$ cat config.mk
export PLATFORM = sky130hd
export DESIGN_NAME = core_ctrl
export DESIGN_NICKNAME = d
export VERILOG_FILES = /design/src/rtl/core_ctrl.sv
export SDC_FILE = /design/constraint.sdc
export NUM_CORES = 1
export LEC_CHECK = 0
export BUFFER_PORTS_ARGS = -buffer_cell sky130_fd_sc_hd__clkbuf_2
export CAP_MARGIN = 20
export CORE_ASPECT_RATIO = 0.9
export CORE_MARGIN = 2
export CORE_UTILIZATION = 35
export CTS_CLUSTER_DIAMETER = 60
export DETAILED_ROUTE_END_ITERATION = 10
export SLEW_MARGIN = 20
export SYNTH_ARGS = -nofsm -noshare
export SYNTH_HDL_FRONTEND = slang
export SYNTH_SLANG_ARGS = --single-unit
export TNS_END_PERCENT = 5
$ cat constraint.sdc
create_clock -name clk -period 6.46 [get_ports clk]
set_clock_uncertainty 0.05 [all_clocks]
set_input_delay 1.292 -clock clk [delete_from_list [all_inputs] [get_ports clk]]
set_output_delay 1.292 -clock clk [all_outputs]
set_load 0.01 [all_outputs]
$ cat src/rtl/core_ctrl.sv
// Sequencer for one core's MAC datapath: issues weight/activation reads for an
// N x K matrix-vector tile, pipelines MAC strobes and writes each result out.
module core_ctrl #(
    parameter int unsigned ADDR_W  = 10,
    parameter int unsigned CNT_W   = 8,
    parameter int unsigned MAC_LAT = 3
) (
    input  logic              clk,
    input  logic              rst,
    input  logic              start,
    input  logic [CNT_W-1:0]  cfg_k,
    input  logic [CNT_W-1:0]  cfg_n,
    input  logic [ADDR_W-1:0] cfg_wbase,
    input  logic [ADDR_W-1:0] cfg_abase,
    input  logic [ADDR_W-1:0] cfg_obase,
    output logic              busy,
    output logic              done,
    output logic              wmem_ren,
    output logic [ADDR_W-1:0] wmem_raddr,
    output logic              amem_ren,
    output logic [ADDR_W-1:0] amem_raddr,
    output logic              mac_en,
    output logic              mac_clr,
    output logic              omem_wen,
    output logic [ADDR_W-1:0] omem_waddr,
    input  logic              out_ready
);

    localparam int unsigned LAT = MAC_LAT;
    localparam int unsigned DW  = $clog2(MAC_LAT + 1);

    typedef enum logic [2:0] {
        S_IDLE,
        S_ISSUE,
        S_DRAIN,
        S_WRITE,
        S_DONE
    } state_t;

    state_t            state;
    logic [CNT_W-1:0]  k;
    logic [CNT_W-1:0]  n;
    logic [CNT_W-1:0]  kk;
    logic [CNT_W-1:0]  nn;
    logic [ADDR_W-1:0] wbase;
    logic [ADDR_W-1:0] abase;
    logic [ADDR_W-1:0] obase;
    logic [ADDR_W-1:0] wptr;
    logic [DW-1:0]     dcnt;
    logic              issue_first;
    logic [LAT-1:0]    en_sr;
    logic [LAT-1:0]    clr_sr;

    assign amem_ren = wmem_ren;
    assign mac_en   = en_sr[LAT-1];
    assign mac_clr  = clr_sr[LAT-1];

    // wptr always holds the running index of the next weight read to issue
    always_ff @(posedge clk or posedge rst) begin
        if (rst) begin
            state       <= S_IDLE;
            k           <= '0;
            n           <= '0;
            kk          <= '0;
            nn          <= '0;
            wbase       <= '0;
            abase       <= '0;
            obase       <= '0;
            wptr        <= '0;
            dcnt        <= '0;
            issue_first <= 1'b0;
            en_sr       <= '0;
            clr_sr      <= '0;
            busy        <= 1'b0;
            done        <= 1'b0;
            wmem_ren    <= 1'b0;
            wmem_raddr  <= '0;
            amem_raddr  <= '0;
            omem_wen    <= 1'b0;
            omem_waddr  <= '0;
        end else begin
            en_sr  <= (en_sr << 1) | LAT'(wmem_ren);
            clr_sr <= (clr_sr << 1) | LAT'(issue_first);

            case (state)
                S_IDLE: begin
                    if (start) begin
                        kk    <= cfg_k;
                        nn    <= cfg_n;
                        wbase <= cfg_wbase;
                        abase <= cfg_abase;
                        obase <= cfg_obase;
                        k     <= '0;
                        n     <= '0;
                        busy  <= 1'b1;
                        if (cfg_k == '0 || cfg_n == '0) begin
                            wptr  <= '0;
                            state <= S_DONE;
                        end else begin
                            wptr        <= ADDR_W'(1);
                            wmem_ren    <= 1'b1;
                            issue_first <= 1'b1;
                            wmem_raddr  <= cfg_wbase;
                            amem_raddr  <= cfg_abase;
                            state       <= S_ISSUE;
                        end
                    end
                end

                S_ISSUE: begin
                    issue_first <= 1'b0;
                    if (k == kk - CNT_W'(1)) begin
                        k        <= '0;
                        dcnt     <= '0;
                        wmem_ren <= 1'b0;
                        state    <= S_DRAIN;
                    end else begin
                        k          <= k + CNT_W'(1);
                        wptr       <= wptr + ADDR_W'(1);
                        wmem_raddr <= wbase + wptr;
                        amem_raddr <= abase + ADDR_W'(k + CNT_W'(1));
                    end
                end

                S_DRAIN: begin
                    if (dcnt == DW'(MAC_LAT - 1)) begin
                        omem_wen   <= 1'b1;
                        omem_waddr <= obase + ADDR_W'(n);
                        state      <= S_WRITE;
                    end else begin
                        dcnt <= dcnt + DW'(1);
                    end
                end

                S_WRITE: begin
                    if (out_ready) begin
                        omem_wen <= 1'b0;
                        if (n == nn - CNT_W'(1)) begin
                            done  <= 1'b1;
                            state <= S_DONE;
                        end else begin
                            n           <= n + CNT_W'(1);
                            wptr        <= wptr + ADDR_W'(1);
                            wmem_ren    <= 1'b1;
                            issue_first <= 1'b1;
                            wmem_raddr  <= wbase + wptr;
                            amem_raddr  <= abase;
                            state       <= S_ISSUE;
                        end
                    end
                end

                // A degenerate launch enters with done low and spends one cycle
                // here before pulsing done.
                S_DONE: begin
                    if (!done) begin
                        done <= 1'b1;
                    end else begin
                        done  <= 1'b0;
                        busy  <= 1'b0;
                        state <= S_IDLE;
                    end
                end

                default: state <= S_IDLE;
            endcase
        end
    end

endmodule

# == Word level (Yosys, flattened, before mapping) ==
# Cells that the tools add are included.
# op_classes
n_addsub,10
eq_ne,17
mux,52
n_bitwise,2
n_reduce_logical,24
# op_table
op,count
$mux 10,14
$pmux 10 s3,3
$mux 8,4
$pmux 8 s2,2
$mux 3,7
$ne 2x2->1 const B,10
$add 8x1->8 const B,2
$eq 8x8->1,2
$logic_not 8->1,2
$sub 8x1->8 const B,2
$pmux 3 s5,1
$reduce_and 5->1,3
$mux 1,13
$reduce_and 3->1,4
$reduce_and 6->1,2
$reduce_bool 2->1,6
$add 10x1->10 const B,1
$add 10x10->10,1
$add 10x8->10,1
$add 10x9->10,1
$add 8x1->9 const B,1
$eq 3x2->1 const B,2
$or 3x1->3,2
$pmux 1 s2,3
12 further kinds,16
# totals
reg_bits,118
input_bits,50
output_inout_bits,37
elab_cells,125

# == Longest topological paths before layout ==
# logic_depth
ltp_word,5
depth_mapped,11
ltp_nobuf,11

# == Worst setup path before layout ==
# OpenSTA, ideal clock, no wires.
# synth_path
kind,in2reg
start,input port start
end,register amem_raddr[2]
setup_ns,0.125
arrival_ns,2.892
t_required_ns,6.285
path_slack_ns,3.393
stages,6
n_path_buf,1
cell_sequence,nor3_1 -> a311oi_1 -> o31ai_1 -> nor3b_2 -> buf_4 -> mux2_2
# synth_via
elab_chain_len,2
# synth_rtl
item,line_no,rtl
"start, declared",10,"input logic start,"
$ne 2x2->1 (no source line),-,
$reduce_and 6->1 (no source line),-,
"end signal, assigned",104,amem_raddr <= cfg_abase;
"end signal, assigned",121,amem_raddr <= abase + ADDR_W'(k + CNT_W'(1));
"end signal, assigned",147,amem_raddr <= abase;
"end, declared",21,"output logic [ADDR_W-1:0] amem_raddr,"
# No other way between the ends.
# A chain may end at the register's enable or synchronous reset.

# == Final worst setup path ==
# layout_path
start,input port start
end,register wmem_raddr[3]
# layout_via
elab_chain_len,2
# layout_rtl
item,line_no,rtl
$ne 2x2->1 (no source line),-,
$reduce_and 6->1 (no source line),-,
"end signal, assigned",103,wmem_raddr <= cfg_wbase;
"end signal, assigned",120,wmem_raddr <= wbase + wptr;
"end signal, assigned",146,wmem_raddr <= wbase + wptr;
"end, declared",19,"output logic [ADDR_W-1:0] wmem_raddr,"
# No other way between the ends.

==> out/qor.yml <==
run_status:
  status: "completed"
worst_setup_path:
  crit_path_end_kind: "flop"
  critPathKind: "primary input to flop"
  rr_endpoint: "wmem_raddr[3]"
  r2r_start: "kk[2]"
  start_kind: "primary input"
  crit_fanout: 25
  r2r_cells: 8
  required_ns: 6.71
  r2r_slack_ns: 3.20
  cp.arrival_ns: 3.65
clock_tree:
  clockRootBuffer: "clkbuf_16"
  cts_tree: "built"
  clk_path_buf_depth: 2
  cts_resized: 0
  cts_setup_buffers: 0
  holdBufCountCts: 0
  clk_pin_slew_ns: 0.05
  htreeDepth: 4
  cts_made_buffers: 17
  clkSinkCount: 118
  insertion_delay_ns: 0.42
grt:
  met2_usage_pct: 25.4
  overflow: 0
  antenna_found_initial: 0
  grt_first_pass_wirelength_mm: 25.7
  grtUsageTotal_pct: 16.2
  grt.met3_usage_pct: 3.58
  met1_usage_pct: 22.5
  grt_pass1_vias: 5094
  gr-max-usage-layer: "met2"
  grt_max_degree: 71
timing:
  fmax_ghz: 0.294
  final.min_clock_period_ns: 3.40
  setup_tns_ns: 0
  timing.slew.headroom_pct: 37.9
  drv_slew: 0
  min_period_over_period_pct: 52.6
  hold_viol_final: 0
  setup_viol: 0
  rsz0062_at_grt: "no"
  worstMarginPinSlew_ns: 0.931
yosys:
  yosysUniqueCellTypes: 62
  ys.flop_type: "dfrtp_1"
  async_reset_ff_share_pct: 100
  synth_nets: 771
  synth_edf_count: 0
  synth_top_area_cell: "dfrtp_1"
  seq_area_frac_synth_pct: 44.4
  netlist_area_um2: 6650
  synth_top_cell_area_share_pct: 44.4
  yosys-top-cells-area: "dfrtp_1 44%, mux2_2 7.6%, ha_1 5.8%, o21ai_0 5.0%, nand2_1 3.7%"
  synth_seq_cells: 118
  netlist_instances: 687
  syn_avg_cell_area_um2: 9.68
  yosysWarnings: 0
routing:
  vias_per_cell: 5.07
  drc: 0
  ant_nets: 0
  routed_wl_mm: 15.4
  drt_iter0_drc: 377
  dr_total_vias: 5203
  avgRoutedWirePerCell_um: 15.0
  drt_pass1_iterations: 6
floorplan:
  die_h_um: 135
  initial_core_util_pct: 35.9
  die_w_um: 149
  num_io_pins: 87
  die_area_um2: 20100
  placementRows: 47
  core_area_um2: 18500
finish:
  fillerInstances: 1799
  drive_gt1_share_pct: 22.4
  final_cell_mix: "118 x dfrtp_1, 86 x clkbuf_2, 66 x o21ai_0"
  area_delta_synth_final_pct: 18.4
  final_nets: 853
  n_antenna_cell: 0
  layout_commonest_cell: "dfrtp_1"
power:
  power.leakage_nw: 3.61
  max-vdd-ir-drop_v: 0.000217
  power_density_nw_per_um2: 469
  finalPower_mw: 3.69
hold_path:
  hold_end: "en_sr[2]"
  min_path_type: "flop to flop"
  hold_path_startpoint: "en_sr[1]"
  whs_path_depth: 0
placement:
  portBuffers: 86
  hpwlAfterDp_mm: 10.9
  gp_congestion: 0.815
flow_run:
  cap_violations: 0
registers in the layout, indices dropped and copies added, names as in the netlist, 2 cells and up:
| register | cells |
|---|---|
| abase | 10 |
| state | 3 |
| k | 8 |
| amem_raddr | 10 |
| wbase | 10 |
| kk | 8 |
| nn | 8 |
| en_sr | 3 |
| omem_waddr | 10 |
| clr_sr | 3 |
| wptr | 10 |
| dcnt | 2 |
| wmem_raddr | 10 |
| obase | 10 |
| n | 8 |
worst max-delay path by stage:
stage               depth (start not counted)  startpoint            end  slack [ns]
finish                                      7       start  wmem_raddr[3]        3.06
global route                                7   out_ready  amem_raddr[8]        2.90
CTS                                         7       start  wmem_raddr[3]        3.11
detailed placement                          7       start  amem_raddr[8]        2.66
global placement                            7       start  wmem_raddr[3]        2.70
floorplan                                   1         rst       abase[0]        1.99
worst max-delay path, cell delays in order:
cell	delay [ns]
clkbuf_2	0.11
nor3_1	0.06
a311oi_1	0.62
o31ai_1	0.26
nor3b_4	0.55
buf_4	0.37
mux2_2	0.36
per-layer routing:
| layer | vias up | routed length [um] |
|---|---|---|
| met3 | 12 | 465 |
| met4 | 0 | 163 |
| met5 | - | 0 |
| met2 | 72 | 7000 |
| met1 | 2505 | 7740 |
| li1 | 2614 | - |
synth_stat cells (15+ instances only):
library cell and n:
nor2_1 52, nand2_1 65, mux2_2 45, dfrtp_1 118
ha_1 31, o21ai_0 66, xor2_1 21, xnor2_1 21
inv_1 29, a21oi_1 42, clkbuf_1 17, nand3_1 18
nor3_1 15
through the flow:
stage | cells | cell area [um^2] | hold WS (ns) | setup slack, ns | util, %
5_1_grt | 1026 | 7870 | 0.305 | 2.90 | 42.5
3_3_place_gp | 995 | 7310 | 0.281 | 2.70 | 39.5
2_1_floorplan | 687 | 6650 | 0.281 | 1.99 | -
6_report | 1026 | 7870 | 0.295 | 3.06 | 42.5
4_1_cts | 1026 | 7870 | 0.298 | 3.11 | 42.5
3_5_place_dp | 995 | 7310 | 0.286 | 2.66 | 39.5
logic make-up (layout without fill, tap and decap cells):
group,after synthesis,after routing,share of synthesized area (%)
AO/OA/AOI/OAI,172,172,15.7
XOR/XNOR,43,43,5.78
adder cells (fa/ha/maj),34,34,6.74
buffers and inverters,58,152,3.56
flip-flops,118,118,44.4
multiplexers,50,50,8.37
AND/OR/NAND/NOR,212,212,15.4
power breakdown:
group / switching [mW] / internal [mW] / leakage, nW / total (mW)
Combinational: 0.776 / 0.746 / 1.88 / 1.52
Clock: 0.316 / 0.577 / 0.274 / 0.892
Sequential: 0.246 / 1.03 / 1.45 / 1.28
Total: 1.34 / 2.35 / 3.61 / 3.69
cell type report:
type                    instances  area, um^2  area share [%]
multi-input cells             511        3470            44.1
repair buffers                 92         475            6.04
clock inverters                 3        40.0           0.509
inverters                      29         111            1.41
clock buffers                  28         517            6.57
well taps                     245         307            3.90
flip-flops and latches        118        2950            37.5
(Power assumes the default switching activity.)
